`config.mk`:
```
export PLATFORM = sky130hd
export DESIGN_NAME = regbus_controller_flat
export DESIGN_NICKNAME = d
export VERILOG_FILES = /design/src/rtl/regbus_controller_if.sv /design/src/rtl/regbus_controller.sv /design/src/flat_wrapper.sv
export SDC_FILE = /design/constraint.sdc
export NUM_CORES = 1
export LEC_CHECK = 0
export BUFFER_PORTS_ARGS = -buffer_cell sky130_fd_sc_hd__buf_2
export CAP_MARGIN = 20
export CORE_AREA = 3 3 78 80
export DETAILED_ROUTE_END_ITERATION = 8
export DIE_AREA = 0 0 81 83
export MAX_ROUTING_LAYER = met4
export PLACE_DENSITY = 0.73
export SLEW_MARGIN = 0
export SYNTH_ARGS = -nofsm -noshare
export SYNTH_HDL_FRONTEND = slang
export SYNTH_SLANG_ARGS = --single-unit
```
`constraint.sdc`:
```
create_clock -name clk -period 1.5 [get_ports clk]
set_input_delay 0.15 -clock clk [delete_from_list [all_inputs] [get_ports clk]]
set_output_delay 0.15 -clock clk [all_outputs]
set_load 0.02 [all_outputs]
```
`src/rtl/regbus_controller_if.sv`:
```
// Handshake and bus bundle between the regbus_controller and its decode stage / register bank.
// The master modport is the controller's view; slave is the environment's view.
interface regbus_controller_if #(
  parameter int ADDR_W = 3,
  parameter int DATA_W = 8
);
  localparam int NUM_REGS = 2 ** ADDR_W;

  logic                req_valid;
  logic                req_ready;
  logic                req_rd1;
  logic                req_rd2;
  logic                req_wr;
  logic [ADDR_W-1:0]   req_src1;
  logic [ADDR_W-1:0]   req_src2;
  logic [ADDR_W-1:0]   req_dst;
  logic [NUM_REGS-1:0] rd1_sel;
  logic [NUM_REGS-1:0] rd2_sel;
  logic [DATA_W-1:0]   bus1;
  logic [DATA_W-1:0]   bus2;
  logic [DATA_W-1:0]   op1;
  logic [DATA_W-1:0]   op2;
  logic                op_valid;
  logic                wb_valid;
  logic                wb_ready;
  logic [DATA_W-1:0]   wb_data;
  logic [NUM_REGS-1:0] wr_sel;
  logic [DATA_W-1:0]   wr_data;
  logic                busy;

  modport master (
    input  req_valid, req_rd1, req_rd2, req_wr, req_src1, req_src2, req_dst,
    input  bus1, bus2, wb_valid, wb_data,
    output req_ready, rd1_sel, rd2_sel, op1, op2, op_valid, wb_ready,
    output wr_sel, wr_data, busy
  );

  modport slave (
    output req_valid, req_rd1, req_rd2, req_wr, req_src1, req_src2, req_dst,
    output bus1, bus2, wb_valid, wb_data,
    input  req_ready, rd1_sel, rd2_sel, op1, op2, op_valid, wb_ready,
    input  wr_sel, wr_data, busy
  );
endinterface

```
`src/rtl/regbus_controller.sv`:
```
// Register-bank bus initiator: drives read/save selects, captures operands, sequences one write-back.
// Define REGBUS_R0_ZERO_EN to make register index 0 read as zero and never be saved.
module regbus_controller #(
  parameter int ADDR_W = 3,
  parameter int DATA_W = 8
) (
  input logic clk,
  input logic rst,
  regbus_controller_if.master rb
);
  localparam int NUM_REGS = 2 ** ADDR_W;

  typedef enum logic [2:0] {IDLE, READ, CAPT, WAIT_WB, WRITE} state_e;

  state_e              state_q, state_d;
  logic                rd1_q, rd1_d, rd2_q, rd2_d, wr_q, wr_d;
  logic [ADDR_W-1:0]   src1_q, src1_d, src2_q, src2_d, dst_q, dst_d;
  logic [NUM_REGS-1:0] rd1Sel_q, rd1Sel_d, rd2Sel_q, rd2Sel_d, wrSel_q, wrSel_d;
  logic [DATA_W-1:0]   op1_q, op1_d, op2_q, op2_d, wrData_q, wrData_d;
  logic                opValid_q, opValid_d, wbReady_q, wbReady_d;
  logic                reqReady_q, reqReady_d, busy_q, busy_d;

  function automatic logic [NUM_REGS-1:0] decode(input logic [ADDR_W-1:0] idx);
    decode = '0;
`ifdef REGBUS_R0_ZERO_EN
    if (idx != '0) decode[idx] = 1'b1;
`else
    decode[idx] = 1'b1;
`endif
  endfunction

  always_comb begin
    state_d  = state_q;
    rd1_d    = rd1_q;
    rd2_d    = rd2_q;
    wr_d     = wr_q;
    src1_d   = src1_q;
    src2_d   = src2_q;
    dst_d    = dst_q;
    op1_d    = op1_q;
    op2_d    = op2_q;
    wrData_d = wrData_q;
    unique case (state_q)
      IDLE: begin
        if (rb.req_valid) begin
          rd1_d  = rb.req_rd1;
          rd2_d  = rb.req_rd2;
          wr_d   = rb.req_wr;
          src1_d = rb.req_src1;
          src2_d = rb.req_src2;
          dst_d  = rb.req_dst;
          if (rb.req_rd1 || rb.req_rd2) state_d = READ;
          else if (rb.req_wr)           state_d = WAIT_WB;
        end
      end
      READ: begin
`ifdef REGBUS_R0_ZERO_EN
        if (rd1_q) op1_d = (src1_q == '0) ? '0 : rb.bus1;
        if (rd2_q) op2_d = (src2_q == '0) ? '0 : rb.bus2;
`else
        if (rd1_q) op1_d = rb.bus1;
        if (rd2_q) op2_d = rb.bus2;
`endif
        state_d = CAPT;
      end
      CAPT:    state_d = wr_q ? WAIT_WB : IDLE;
      WAIT_WB: begin
        if (rb.wb_valid) begin
          wrData_d = rb.wb_data;
          state_d  = WRITE;
        end
      end
      WRITE:   state_d = IDLE;
      default: state_d = IDLE;
    endcase

    // Outputs are registered from the upcoming state so selects switch cleanly on the edge.
    rd1Sel_d   = (state_d == READ && rd1_d) ? decode(src1_d) : '0;
    rd2Sel_d   = (state_d == READ && rd2_d) ? decode(src2_d) : '0;
    wrSel_d    = (state_d == WRITE) ? decode(dst_d) : '0;
    opValid_d  = (state_d == CAPT);
    wbReady_d  = (state_d == WAIT_WB);
    reqReady_d = (state_d == IDLE);
    busy_d     = (state_d != IDLE);
  end

  always_ff @(posedge clk or posedge rst) begin
    if (rst) begin
      state_q    <= IDLE;
      rd1_q      <= 1'b0;
      rd2_q      <= 1'b0;
      wr_q       <= 1'b0;
      src1_q     <= '0;
      src2_q     <= '0;
      dst_q      <= '0;
      op1_q      <= '0;
      op2_q      <= '0;
      wrData_q   <= '0;
      rd1Sel_q   <= '0;
      rd2Sel_q   <= '0;
      wrSel_q    <= '0;
      opValid_q  <= 1'b0;
      wbReady_q  <= 1'b0;
      reqReady_q <= 1'b1;
      busy_q     <= 1'b0;
    end else begin
      state_q    <= state_d;
      rd1_q      <= rd1_d;
      rd2_q      <= rd2_d;
      wr_q       <= wr_d;
      src1_q     <= src1_d;
      src2_q     <= src2_d;
      dst_q      <= dst_d;
      op1_q      <= op1_d;
      op2_q      <= op2_d;
      wrData_q   <= wrData_d;
      rd1Sel_q   <= rd1Sel_d;
      rd2Sel_q   <= rd2Sel_d;
      wrSel_q    <= wrSel_d;
      opValid_q  <= opValid_d;
      wbReady_q  <= wbReady_d;
      reqReady_q <= reqReady_d;
      busy_q     <= busy_d;
    end
  end

  assign rb.req_ready = reqReady_q;
  assign rb.rd1_sel   = rd1Sel_q;
  assign rb.rd2_sel   = rd2Sel_q;
  assign rb.wr_sel    = wrSel_q;
  assign rb.op1       = op1_q;
  assign rb.op2       = op2_q;
  assign rb.op_valid  = opValid_q;
  assign rb.wb_ready  = wbReady_q;
  assign rb.wr_data   = wrData_q;
  assign rb.busy      = busy_q;
endmodule

```
`src/flat_wrapper.sv`:
```
// flat-port wrapper written by rule: the top's interface ports become plain ports
module regbus_controller_flat 
#(
  parameter int ADDR_W = 3,
  parameter int DATA_W = 8
)
  (clk, rst, rb_req_valid, rb_req_rd1, rb_req_rd2, rb_req_wr, rb_req_src1, rb_req_src2, rb_req_dst, rb_bus1, rb_bus2, rb_wb_valid, rb_wb_data, rb_req_ready, rb_rd1_sel, rb_rd2_sel, rb_op1, rb_op2, rb_op_valid, rb_wb_ready, rb_wr_sel, rb_wr_data, rb_busy);
  regbus_controller_if #(.ADDR_W(ADDR_W), .DATA_W(DATA_W)) rb_i ();
  input logic clk;
  input logic rst;
  input wire logic [$bits(rb_i.req_valid)-1:0] rb_req_valid;
  input wire logic [$bits(rb_i.req_rd1)-1:0] rb_req_rd1;
  input wire logic [$bits(rb_i.req_rd2)-1:0] rb_req_rd2;
  input wire logic [$bits(rb_i.req_wr)-1:0] rb_req_wr;
  input wire logic [$bits(rb_i.req_src1)-1:0] rb_req_src1;
  input wire logic [$bits(rb_i.req_src2)-1:0] rb_req_src2;
  input wire logic [$bits(rb_i.req_dst)-1:0] rb_req_dst;
  input wire logic [$bits(rb_i.bus1)-1:0] rb_bus1;
  input wire logic [$bits(rb_i.bus2)-1:0] rb_bus2;
  input wire logic [$bits(rb_i.wb_valid)-1:0] rb_wb_valid;
  input wire logic [$bits(rb_i.wb_data)-1:0] rb_wb_data;
  output wire logic [$bits(rb_i.req_ready)-1:0] rb_req_ready;
  output wire logic [$bits(rb_i.rd1_sel)-1:0] rb_rd1_sel;
  output wire logic [$bits(rb_i.rd2_sel)-1:0] rb_rd2_sel;
  output wire logic [$bits(rb_i.op1)-1:0] rb_op1;
  output wire logic [$bits(rb_i.op2)-1:0] rb_op2;
  output wire logic [$bits(rb_i.op_valid)-1:0] rb_op_valid;
  output wire logic [$bits(rb_i.wb_ready)-1:0] rb_wb_ready;
  output wire logic [$bits(rb_i.wr_sel)-1:0] rb_wr_sel;
  output wire logic [$bits(rb_i.wr_data)-1:0] rb_wr_data;
  output wire logic [$bits(rb_i.busy)-1:0] rb_busy;
  assign rb_i.req_valid = rb_req_valid;
  assign rb_i.req_rd1 = rb_req_rd1;
  assign rb_i.req_rd2 = rb_req_rd2;
  assign rb_i.req_wr = rb_req_wr;
  assign rb_i.req_src1 = rb_req_src1;
  assign rb_i.req_src2 = rb_req_src2;
  assign rb_i.req_dst = rb_req_dst;
  assign rb_i.bus1 = rb_bus1;
  assign rb_i.bus2 = rb_bus2;
  assign rb_i.wb_valid = rb_wb_valid;
  assign rb_i.wb_data = rb_wb_data;
  assign rb_req_ready = rb_i.req_ready;
  assign rb_rd1_sel = rb_i.rd1_sel;
  assign rb_rd2_sel = rb_i.rd2_sel;
  assign rb_op1 = rb_i.op1;
  assign rb_op2 = rb_i.op2;
  assign rb_op_valid = rb_i.op_valid;
  assign rb_wb_ready = rb_i.wb_ready;
  assign rb_wr_sel = rb_i.wr_sel;
  assign rb_wr_data = rb_i.wr_data;
  assign rb_busy = rb_i.busy;
  regbus_controller #(.ADDR_W(ADDR_W), .DATA_W(DATA_W)) u_core (.clk(clk), .rst(rst), .rb(rb_i));
endmodule
```
==> qor.yml <==
core-area_sq_um: 5470
fin_skew_ns: 0.00565
fin_area_sq_um: 3370
clockRootBuffer: "clkbuf_8"
routed_via_density: 4.74
worst_slew_pin_slew_ns: 0.416
finalSetupTns_ns: -0.118
num-nets-final: 345
grt_pass1_wl_mm: 8.49
crit_arrival_ns: 1.80
first_pass_iters: 4
slew_headroom_pct: 72.2
grt_max_degree: 25
rsz0062_at_grt: "yes"
netlist_top_cells_count: "dfrtp_1, nand2_1, nor3_1"
synth-main-ff-cell: "dfrtp_1"
grt_pass1_vias: 1936
numCtsBuffers: 9
num-fill-cells: 482
drt_wl_total_mm: 5.19
path_cells: "or4b_4, buf_6, o32ai_4, nor2b_2"
critPathMaxStageDelay_ns: 0.53
seq_area_frac_synth_pct: 66.3
synthToLayoutAreaGrowth_pct: 46.2
critical_path.startpoint_type: "register"
cts_tree: "yes"
crit_type: "reg2reg"
hold_ws_ns: 0.0138
synth_area_leaders: "dfrtp_1, mux2_2, nand2_1"
n_antenna_cell: 0
place.gp.congestion: 0.789
clock_path_buffers: 2
num_rows: 27
port_buffers: 91
place_ws_ns: -0.0912
die_width_um: 81
drc: 0
fmax_mhz: 651
synth-async-reset-ratio_pct: 100
netlist_area_sq_um: 2310
peakVddDrop_mv: 0.955
synth_warnings: 0
critPathTopFamily: "simple AND/OR/NAND/NOR gates"
wl_per_cell_um: 13.6
place_area_sq_um: 2970
die_h_um: 83
total_power_uw: 6340
setup_viol: 9
required_ns: 1.76
yosysUniqueCellTypes: 30
outcome: "finished with violations"
drt-initial-drc-count: 34
grt-ovfl-total: 0
crit_slowest_cell: "or4b_4"
leakage_uw: 0.00173
yosys.area.top_type_share_pct: 65.1
fin_crit_sh_pct: 102
power.density_nw_per_um2: 1880
ant_nets: 0
dp_hpwl_mm: 3.70
final-max-slew-violation-count: 0
syn_inst: 184
syn-mean-instance-area_sq_um: 12.5
clk_pin_slew_ns: 0.07
cts_sinks: 61
reg2reg_slack_ns: -0.04
synth_most_common_cell: "dfrtp_1"
hold_path.class: "in2reg"
drive_gt1_share_pct: 53.9
violations: "setup timing"
synth_nets: 224
setup_ws_ns: -0.0355
start_util_pct: 42.1
antenna_found_initial: 0
ys_ff_latch: 61
worst_setup_path_end_kind: "register"
grt_usage_pct: 16.8
insertion_delay_ns: 0.33
cp.buffers_inverters: 1
yosys.area.top_type: "dfrtp_1"
io_pins: 92
max_cap_viol_count: 0
vias: 1809
cts_max_level: 3
dieArea_sq_um: 6720
period_needed_ns: 1.54
synth_edf_count: 0
finalHoldViolCount: 0
crit_fanout: 13
## cell type report
type | instances | area, sq um | share of cell area [%]
Sequential cell | 61 | 1530 | 45.4
Multi-Input combinational cell | 111 | 790 | 23.4
Timing Repair Buffer | 118 | 729 | 21.6
Clock buffer | 13 | 169 | 5.01
Tap cell | 72 | 90.1 | 2.67
Clock inverter | 3 | 42.5 | 1.26
Inverter | 4 | 18.8 | 0.557
## kinds of logic (layout without fill, tap and decap cells)
kind of cell	after synthesis	count (layout)	synth area share, %
and+or+nand+nor	89	89	19.6
DFF	61	61	66.3
muxes	18	18	8.68
buffers and inverters	12	138	3.15
AOI/OAI and AO/OA	4	4	2.28
## worst min-delay path, stage by stage
cell     delay [ns]
buf_2          0.07
nand2_1        0.04
nand2_1        0.05
## final timing paths
kind	startpoint	to	cells after the start
worst max register to register	u_core.state_q[1]	u_core.rb.wb_ready	4
max in group asynchronous	rst	u_core.rb.op1[5]	4
min in group asynchronous	rst	u_core.rb.op_valid	3
worst min-delay path	rb_wb_data[5]	u_core.rb.wr_data[5]	3
worst min register to register	u_core.rb.wr_data[1]	u_core.rb.wr_data[1]	2
worst max-delay path	u_core.state_q[1]	u_core.rb.wb_ready	4
## through the flow
| step | instances | util (%) |
|---|---|---|
| floorplan | 184 | - |
| global placement | 356 | 54.3 |
| detailed placement | 356 | 54.3 |
| CTS | 382 | 61.1 |
| global route | 382 | 61.6 |
| finish | 382 | 61.6 |
## layer usage
| metal | track usage (%) | vias to the layer above | part of all wire [%] |
|---|---|---|---|
| li1 | - | 869 | - |
| met1 | 19.4 | 862 | 41 |
| met2 | 27.3 | 66 | 50 |
| met3 | 3.80 | 12 | 5.9 |
| met4 | 8.14 | 0 | 2.3 |
| met5 | - | - | 0 |
## placed cells by master (no fill, tap or decap), types with 2 or more instances in the layout
cell type and n:
and2_1 3, buf_12 3, buf_2 91, buf_4 12, buf_6 3, clkbuf_8 12
clkinvlp_4 2, dfrtp_1 57, dfrtp_2 3, dlygate4sd3_1 9, inv_2 2, mux2_2 16
mux2i_4 2, nand2_1 41, nand3_1 2, nand4b_1 2, nor2_1 6, nor3_1 10
nor3_2 9, nor4_1 3, or3b_2 2
## power breakdown
| group | switching [uW] | internal (uW) | total (uW) |
|---|---|---|---|
| registers | 269 | 2160 | 2430 |
| clock network | 601 | 901 | 1500 |
| logic | 1330 | 1070 | 2400 |
| total | 2200 | 4130 | 6340 |
## sequential cells by signal, indices dropped and copies added (netlist names)
register and count:
u_core.dst_q 3, u_core.rb.busy 1, u_core.rb.op1 8, u_core.rb.op2 8
u_core.rb.op_valid 1, u_core.rb.rd1_sel 8, u_core.rb.rd2_sel 8, u_core.rb.req_ready 1
u_core.rb.wb_ready 1, u_core.rb.wr_data 8, u_core.rb.wr_sel 8, u_core.rd1_q 1
u_core.rd2_q 1, u_core.state_q 3, u_core.wr_q 1
## timing repair
item | in CTS | in global routing
hold buffers | 9 | 0
cloned | 0 | 0
endpoints found under the hold margin | 22 | 0
pin swaps | 8 | 3
setup buffers | 1 | 0
endpoints found under the setup margin | 33 | 35
resized for setup | 14 | 7
(Power assumes the default switching activity.)
